==> config.mk <==
export PLATFORM = sky130hd
export DESIGN_NAME = fp_norm_round_pipe
export DESIGN_NICKNAME = d
export VERILOG_FILES = /design/src/rtl/fp_norm_round_pipe.sv
export SDC_FILE = /design/constraint.sdc
export NUM_CORES = 1
export LEC_CHECK = 0
export BUFFER_PORTS_ARGS = -buffer_cell sky130_fd_sc_hd__buf_2
export CAP_MARGIN = 10
export CORE_MARGIN = 2
export CORE_UTILIZATION = 40
export DETAILED_ROUTE_END_ITERATION = 8
export SETUP_SLACK_MARGIN = 0.5
export SLEW_MARGIN = 15
export SYNTH_ARGS = -nofsm -noshare
export SYNTH_HDL_FRONTEND = slang
export SYNTH_SLANG_ARGS = --single-unit
==> constraint.sdc <==
create_clock -name clk -period 11.7 [get_ports clk]
set_input_delay 2.34 -clock clk [delete_from_list [all_inputs] [get_ports clk]]
set_output_delay 2.34 -clock clk [all_outputs]
set_load 0.05 [all_outputs]
==> src/rtl/fp_norm_round_pipe.sv <==
// Two-stage normalise / round / pack of an aligned floating-point sum.
// Define FPNORM_ROUND_MODES_EN to honour rnd_mode; otherwise RNE only.
module fp_norm_round_pipe #(
   parameter int EXP_W = 8,
   parameter int MAN_W = 23
) (
   input  logic                 clk,
   input  logic                 reset,
   input  logic                 in_valid,
   output logic                 in_ready,
   input  logic [EXP_W+MAN_W:0] a,
   input  logic [EXP_W+MAN_W:0] b,
   input  logic                 a_nan,
   input  logic                 b_nan,
   input  logic                 a_inf,
   input  logic                 b_inf,
   input  logic                 a_zero,
   input  logic                 b_zero,
   input  logic                 aligned_sign,
   input  logic [MAN_W+8:0]     aligned_result,
   input  logic                 carry_out,
   input  logic                 sticky,
   input  logic [EXP_W-1:0]     exponent_in,
   input  logic [1:0]           rnd_mode,
   output logic                 out_valid,
   input  logic                 out_ready,
   output logic [EXP_W+MAN_W:0] result,
   output logic                 overflow,
   output logic                 underflow,
   output logic                 inexact
);
   localparam int RES_W = MAN_W + 9;
   localparam int W     = EXP_W + MAN_W + 1;
   localparam int LZ_W  = $clog2(RES_W + 1);
   localparam int XW    = ((EXP_W > LZ_W) ? EXP_W : LZ_W) + 2;
   localparam logic [XW-1:0] EXP_TOP = XW'((1 << EXP_W) - 1);

   logic [2:1] vld_pipe_q;
   logic       s2_ready, s1_adv;

   assign s2_ready  = !vld_pipe_q[2] || out_ready;
   assign s1_adv    = vld_pipe_q[1] && s2_ready;
   assign in_ready  = !vld_pipe_q[1] || s1_adv;
   assign out_valid = vld_pipe_q[2];

   // ---------------- stage 1: classify, count leading zeros, shift
   logic             spec_d, zero_d;
   logic [W-1:0]     spec_res_d;
   logic [LZ_W-1:0]  lz_d;
   logic [RES_W-1:0] man_d;

   always_comb begin
      spec_d     = 1'b1;
      spec_res_d = '0;
      if (a_nan)                                   spec_res_d = a;
      else if (b_nan)                              spec_res_d = b;
      else if (a_inf && b_inf && (a[W-1] != b[W-1]))
         spec_res_d = {1'b0, {(EXP_W+MAN_W){1'b1}}};
      else if (a_inf)                              spec_res_d = a;
      else if (b_inf)                              spec_res_d = b;
      else if (a_zero)                             spec_res_d = b_zero ? a : b;
      else if (b_zero)                             spec_res_d = a;
      else                                         spec_d = 1'b0;
   end

   // highest set bit wins, so the last match in the upward scan is kept
   always_comb begin
      lz_d = LZ_W'(RES_W);
      for (int i = 0; i < RES_W; i++)
         if (aligned_result[i]) lz_d = LZ_W'(RES_W - 1 - i);
      man_d  = carry_out ? aligned_result : (aligned_result << lz_d);
      zero_d = !carry_out && (aligned_result == '0);
   end

   logic             spec_q, zero_q, sign_q, carry_q, stk_q;
   logic [W-1:0]     spec_res_q;
   logic [LZ_W-1:0]  lz_q;
   logic [RES_W-1:0] man_q;
   logic [EXP_W-1:0] exp_q;
   logic [1:0]       rm;

`ifdef FPNORM_ROUND_MODES_EN
   logic [1:0] rm_q;
   always_ff @(posedge clk) begin
      if (reset)                    rm_q <= 2'd0;
      else if (in_ready && in_valid) rm_q <= rnd_mode;
   end
   assign rm = rm_q;
`else
   logic unused_rnd_mode;
   assign unused_rnd_mode = ^rnd_mode;
   assign rm = 2'd0;
`endif

   // ---------------- stage 2: round, renormalise, pack
   logic               grd, rnd, stk, inx, inc, uf, ovf, to_inf;
   logic [MAN_W-1:0]   frac, frac_f;
   logic [MAN_W+1:0]   mant_r;
   logic [XW-1:0]      exp_ext, lz_ext, exp_f;
   logic [W-1:0]       res_d;
   logic               ovf_d, uf_d, inx_d;

   always_comb begin
      frac   = carry_q ? man_q[RES_W-1:9] : man_q[RES_W-2:8];
      grd    = carry_q ? man_q[8] : man_q[7];
      rnd    = carry_q ? man_q[7] : man_q[6];
      stk    = stk_q | (carry_q ? (|man_q[6:0]) : (|man_q[5:0]));
      inx    = grd | rnd | stk;
      inc    = 1'b0;
      case (rm)
         2'd0:    inc = grd & (rnd | stk | frac[0]);
         2'd2:    inc = inx & !sign_q;
         2'd3:    inc = inx & sign_q;
         default: inc = 1'b0;
      endcase
      mant_r  = {2'b01, frac} + {{(MAN_W+1){1'b0}}, inc};
      exp_ext = XW'(exp_q);
      lz_ext  = XW'(lz_q);
      uf      = !carry_q && (exp_ext <= lz_ext);
      exp_f   = (carry_q ? exp_ext + XW'(1) : exp_ext - lz_ext) + XW'(mant_r[MAN_W+1]);
      frac_f  = mant_r[MAN_W+1] ? mant_r[MAN_W:1] : mant_r[MAN_W-1:0];
      ovf     = !uf && (exp_f >= EXP_TOP);
      to_inf  = (rm == 2'd0) || ((rm == 2'd2) && !sign_q) || ((rm == 2'd3) && sign_q);

      res_d = {sign_q, exp_f[EXP_W-1:0], frac_f};
      ovf_d = 1'b0;
      uf_d  = 1'b0;
      inx_d = inx;
      if (spec_q) begin
         res_d = spec_res_q;
         inx_d = 1'b0;
      end else if (zero_q) begin
         res_d = {(rm == 2'd3), {(W-1){1'b0}}};
         inx_d = 1'b0;
      end else if (ovf) begin
         res_d = to_inf ? {sign_q, {EXP_W{1'b1}}, {MAN_W{1'b0}}}
                        : {sign_q, {(EXP_W-1){1'b1}}, 1'b0, {MAN_W{1'b1}}};
         ovf_d = 1'b1;
         inx_d = 1'b1;
      end else if (uf) begin
         res_d = {sign_q, {EXP_W{1'b0}}, frac_f};
         uf_d  = inx;
      end
   end

   always_ff @(posedge clk) begin
      if (reset) begin
         vld_pipe_q <= '0;
         spec_q     <= 1'b0;
         zero_q     <= 1'b0;
         sign_q     <= 1'b0;
         carry_q    <= 1'b0;
         stk_q      <= 1'b0;
         spec_res_q <= '0;
         lz_q       <= '0;
         man_q      <= '0;
         exp_q      <= '0;
         result     <= '0;
         overflow   <= 1'b0;
         underflow  <= 1'b0;
         inexact    <= 1'b0;
      end else begin
         if (s2_ready) begin
            vld_pipe_q[2] <= vld_pipe_q[1];
            if (vld_pipe_q[1]) begin
               result    <= res_d;
               overflow  <= ovf_d;
               underflow <= uf_d;
               inexact   <= inx_d;
            end
         end
         if (in_ready) begin
            vld_pipe_q[1] <= in_valid;
            if (in_valid) begin
               spec_q     <= spec_d;
               zero_q     <= zero_d;
               sign_q     <= aligned_sign;
               carry_q    <= carry_out;
               stk_q      <= sticky;
               spec_res_q <= spec_res_d;
               lz_q       <= lz_d;
               man_q      <= man_d;
               exp_q      <= exponent_in;
            end
         end
      end
   end
endmodule

# == Word-level counts from Yosys, hierarchy flattened ==
# Index checks and enable logic that the tools add are counted.
# totals
regBits,120
latchBits,0
ramBits,0
rom_bits,0
input_bits,119
output_inout_bits,37
word_cells,115
n_memories,0
# classes
n_addsub,4
n_mul,0
n_div,0
n_lt_le_gt_ge,2
n_eq_ne,1
shift,1
n_mux,68
bitwise_logic,6
reduce_logical,18
# op_table
op,n
$mux W32,11
$mux W6,32
$mux W31,2
$mux W23,2
$logic_not A32 Y1,1
$shl A32 B6 Y32,1
$add A24 B1 Y25,1
$mux W1,20
$add A10 B1 Y10,1
$ge A10 B8 Y1 const B,1
$mux W10,1
$add A8 B1 Y9 const B,1
$sub A8 B6 Y9,1
$le A8 B6 Y1,1
$reduce_or A7 Y1,1
$logic_and A1 B1 Y1,6
$reduce_or A6 Y1,1
$logic_not A1 Y1,5
$or A1 B1 Y1,5
$reduce_and A2 Y1,2
$logic_or A1 B1 Y1,2
$and A1 B1 Y1,1
$ne A1 B1 Y1,1

# == Depth between registers and ports, before layout ==
# logic_depth
word_depth,34
mapped_depth,27
mapped_depth_nobuf,20

# == Worst setup path before layout ==
# OpenSTA, ideal clock, no wires.
# synth_timing
kind,register to register
startpoint,reg carry_q
endpoint,reg result[22]
setup_ps,92
arrival_ps,5946
t_required_ps,11608
path_slack_ps,5662
stages_incl_launch_ff,28
n_path_buf,8
synth_period_minus_slack_ps,6038
path_cell_list,dfxtp_1 > buf_4 > buf_2 > buf_1 > clkbuf_1 > clkbuf_1 > buf_1 > mux2i_1 > a21oi_1 > ha_1 > ha_1 > nand2_1 > or4_4 > nor3_4 > and3_1 > buf_4 > nand4_2 > nor2_1 > ha_1 > ha_1 > and2_1 > nand2_1 > o2111a_1 > a311o_1 > a22oi_4 > buf_4 > nor2_1 > o32ai_1
# synth_between
elab_chain_len,12
word_cells_on_any_way,21
cone_classes,2 x add/sub; 1 x order compare; 10 x mux; 4 x bitwise; 4 x reduce/logical
# synth_rtl
item,line,source
"start, declared",75,"logic spec_q, zero_q, sign_q, carry_q, stk_q;"
"start signal, assigned",178,carry_q <= carry_out;
$mux W1,107,stk = stk_q | (carry_q ? (|man_q[6:0]) : (|man_q[5:0]));
$or A1 B1 Y1,107,
$or A1 B1 Y1 (2 in a row),111,2'd0: inc = grd & (rnd | stk | frac[0]);
$and A1 B1 Y1,111,
$add A24 B1 Y25,116,"mant_r = {2'b01, frac} + {{(MAN_W+1){1'b0}}, inc};"
$add A10 B1 Y10,120,exp_f = (carry_q ? exp_ext + XW'(1) : exp_ext - lz_ext) + XW'(mant_r[MAN_W+1]);
$ge A10 B8 Y1,122,ovf = !uf && (exp_f >= EXP_TOP);
$logic_and A1 B1 Y1,122,
$mux W31 (*),135,end else if (ovf) begin
$mux W32 (*),132,end else if (zero_q) begin
$mux W32 (*),129,if (spec_q) begin
"end signal, assigned",166,result <= res_d;
"end, declared",27,"output logic [EXP_W+MAN_W:0] result,"
# Mark *: on every way between the ends. The rest lies on a longest branch, timed or not.
# A chain may end at the register's enable or synchronous reset.

# == Final worst setup path ==
# layout_timing
startpoint,reg carry_q
endpoint,reg result[19]
# Same word-level chain as after synthesis.

==> impl_metrics.tcl <==
set metrics [dict create \
    status "complete, no violations" \
    first_global_vias 8975 \
    gp_congestion 0.919 \
    synthDistinctLibCells 80 \
    start_util_pct 40.5 \
    cpMostUsedCell "ha_1" \
    fill_cells 2337 \
    whs_ns 0.458 \
    setup_tns_ns 0 \
    critPathLaunchType "flop" \
    vias_per_cell 6.09 \
    crit_required_ns 12.04 \
    wl_per_cell_um 18.5 \
    post_cts_resized 0 \
    multiInputGateArea_um2 6240 \
    placed_cell_area_um2 9990 \
    hold_violations 0 \
    seq_area_um2 2400 \
    final_cells 1637 \
    cts-root-buf "clkbuf_16" \
    cp.buffers_inverters 1 \
    relSlewSlack_pct 28.8 \
    hold_class "reg -> reg" \
    syn_area_per_cell_um2 7.29 \
    syn_to_final_growth_pct 16.0 \
    firstDrtPassIters 7 \
    rows 55 \
    powerDensity_nw_per_um2 128 \
    finalWirelength_um 30300 \
    htree_levels 4 \
    antenna_found_initial 0 \
    grt_util_met1_pct 34.3 \
    p_leak_nw 4.38 \
    cts_tree "built" \
    die_h_um 155 \
    fmax_mhz 160 \
    synth_enable_flop_cells 0 \
    cp_max_fo 60 \
    pre_cts_ws_ns 5.45 \
    drv_slew 0 \
    worst_pin_slew_ns 1.07 \
    arrival_ns 6.60 \
    drive_gt1_share_pct 18.2 \
    skew_ns 0.0101 \
    ys_seq_area_share_pct 26.2 \
    dpl.hpwl_um 21500 \
    end_kind "flop" \
    syn_area_um2 9150 \
    path_clk_slew_ns 0.06 \
    r2r_slack_ns 5.44 \
    layout_commonest_cell "nand2_1" \
    ys_warn_count 0 \
    final_area_um2 10600 \
    dieArea_um2 24100 \
    synthesis.nets 1387 \
    grt_busiest_layer "met2" \
    cts_sinks 120 \
    ios 156 \
    num-nets-final 1471 \
    first_iter_violations 918 \
    critPathKind "reg -> reg" \
    layout_min_cycle_time_ns 6.26 \
    maxCapViolations 0 \
    final_cell_mix "158 x nand2_1, 152 x buf_2, 128 x a21oi_1" \
    coreArea_um2 22600 \
    worst_path_largest_cell_delay_ns 0.57 \
    drcViolationCount 0 \
    track_usage_pct 24.6 \
    grt_pass1_wl_um 48200 \
    critPathTopFamily "simple AND/OR/NAND/NOR gates" \
    setup_viol_count_final 0 \
    grtUsageMet3_pct 2.95 \
    setup_ws_ns 5.44 \
    syn_inst 1256 \
    peakVddDrop_mv 0.0847 \
    rsz0062_at_grt "no" \
    n_antenna_cell 0 \
    clk_latency_ns 0.43 \
    crit_slowest_cell "buf_4" \
    post-route-util_pct 47.0 \
    async_reset_ff_share_pct 0 \
    postCtsSetupBuffers 0 \
    grt_util_met2_pct 39.7 \
    overflow 0 \
    die_w_um 155 \
    synth-seq-cells 120 \
    vias 9964 \
    place_inst 1606 \
    hold_buffers 0 \
    cts_buffer_depth 2 \
    grt_max_degree 74 \
    worstPathCellList "buf_4, mux2i_1, a21oi_1, ha_1, ha_1, nand2_1, or4_4, nor3_4, and3_1, nand4_2, nor2_1, ha_1, ha_1, and2_1, nand2_1, nor2_1, nand4_1, a22oi_4, o2111ai_1, o22ai_1" \
    cts_buffers 17 \
    fin_crit_sh_pct 53.5 \
    io_buffers 153 \
    synthFlopType "dfxtp_1" \
    power_mw 1.35 \
    final_antenna_net_count 0 \
]
## cell type report
class	count	share of cell area, %
well taps	285	3.36
repair buffers	169	8.37
inverters	29	1.03
clock inverters	13	1.63
flip-flops and latches	120	22.6
multi-input cells	1003	58.8
clock buffers	18	4.14
## logic make-up after synthesis
family                     Yosys count  synth area share (%)
and+or+nand+nor                    474                  24.5
AOI/OAI and AO/OA                  420                  31.2
buffers and inverters              133                  5.82
DFF                                120                  26.2
muxes                               78                  8.67
xor gates and xnor gates            19                  1.82
adders and majority gates           12                  1.72
## synthesized netlist by cell type, types with 9 or more instances
cell	count	area (um^2)
nand2_1	159	597
a21oi_1	128	641
nor2_1	126	473
dfxtp_1	120	2400
clkbuf_1	78	293
mux2i_1	68	681
o21ai_0	51	255
o211ai_1	40	300
nand3_1	38	190
inv_1	27	101
nor4_1	24	150
and3_1	23	144
nor3_1	22	110
a31oi_1	21	131
a221oi_1	20	175
o22ai_1	19	119
a211oi_1	17	128
nand2b_1	15	93.8
nor2b_1	14	87.6
a22oi_1	13	97.6
buf_2	12	60.1
xnor2_1	12	105
and2_1	11	68.8
ha_1	11	138
nand4_1	11	68.8
a311oi_1	10	87.6
o21ai_1	10	50.1
buf_1	9	33.8
## per-layer routing
metal	vias up	share of wire (%)
li1	4850	-
met1	4762	46
met2	310	47
met3	42	4.9
met4	0	1.8
met5	-	0
## where the power goes
| part | switching (mW) | internal (mW) | total, mW |
|---|---|---|---|
| registers | 0.0292 | 0.438 | 0.467 |
| clock network | 0.204 | 0.341 | 0.545 |
| logic | 0.220 | 0.121 | 0.341 |
| total | 0.453 | 0.900 | 1.35 |
## flip-flops by register name, summed over array words and instances (netlist names)
name	count
carry_q	1
exp_q	8
inexact	1
lz_q	6
man_q	32
overflow	1
result	32
sign_q	1
spec_q	1
spec_res_q	32
stk_q	1
underflow	1
vld_pipe_q	2
zero_q	1
## worst min-delay path, cell delays in order, from the launching register on
cell and delay (ns):
dfxtp_1 0.31, nand2_1 0.05, a21oi_1 0.05
## worst paths after layout
kind	startpoint	endpoint	cells after the start
setup / recovery	carry_q	result[19]	20
hold / removal	lz_q[2]	lz_q[2]	2
setup reg to reg	carry_q	result[19]	20
hold reg to reg	lz_q[2]	lz_q[2]	2
Note: power is estimated with default switching activity, not from simulation.
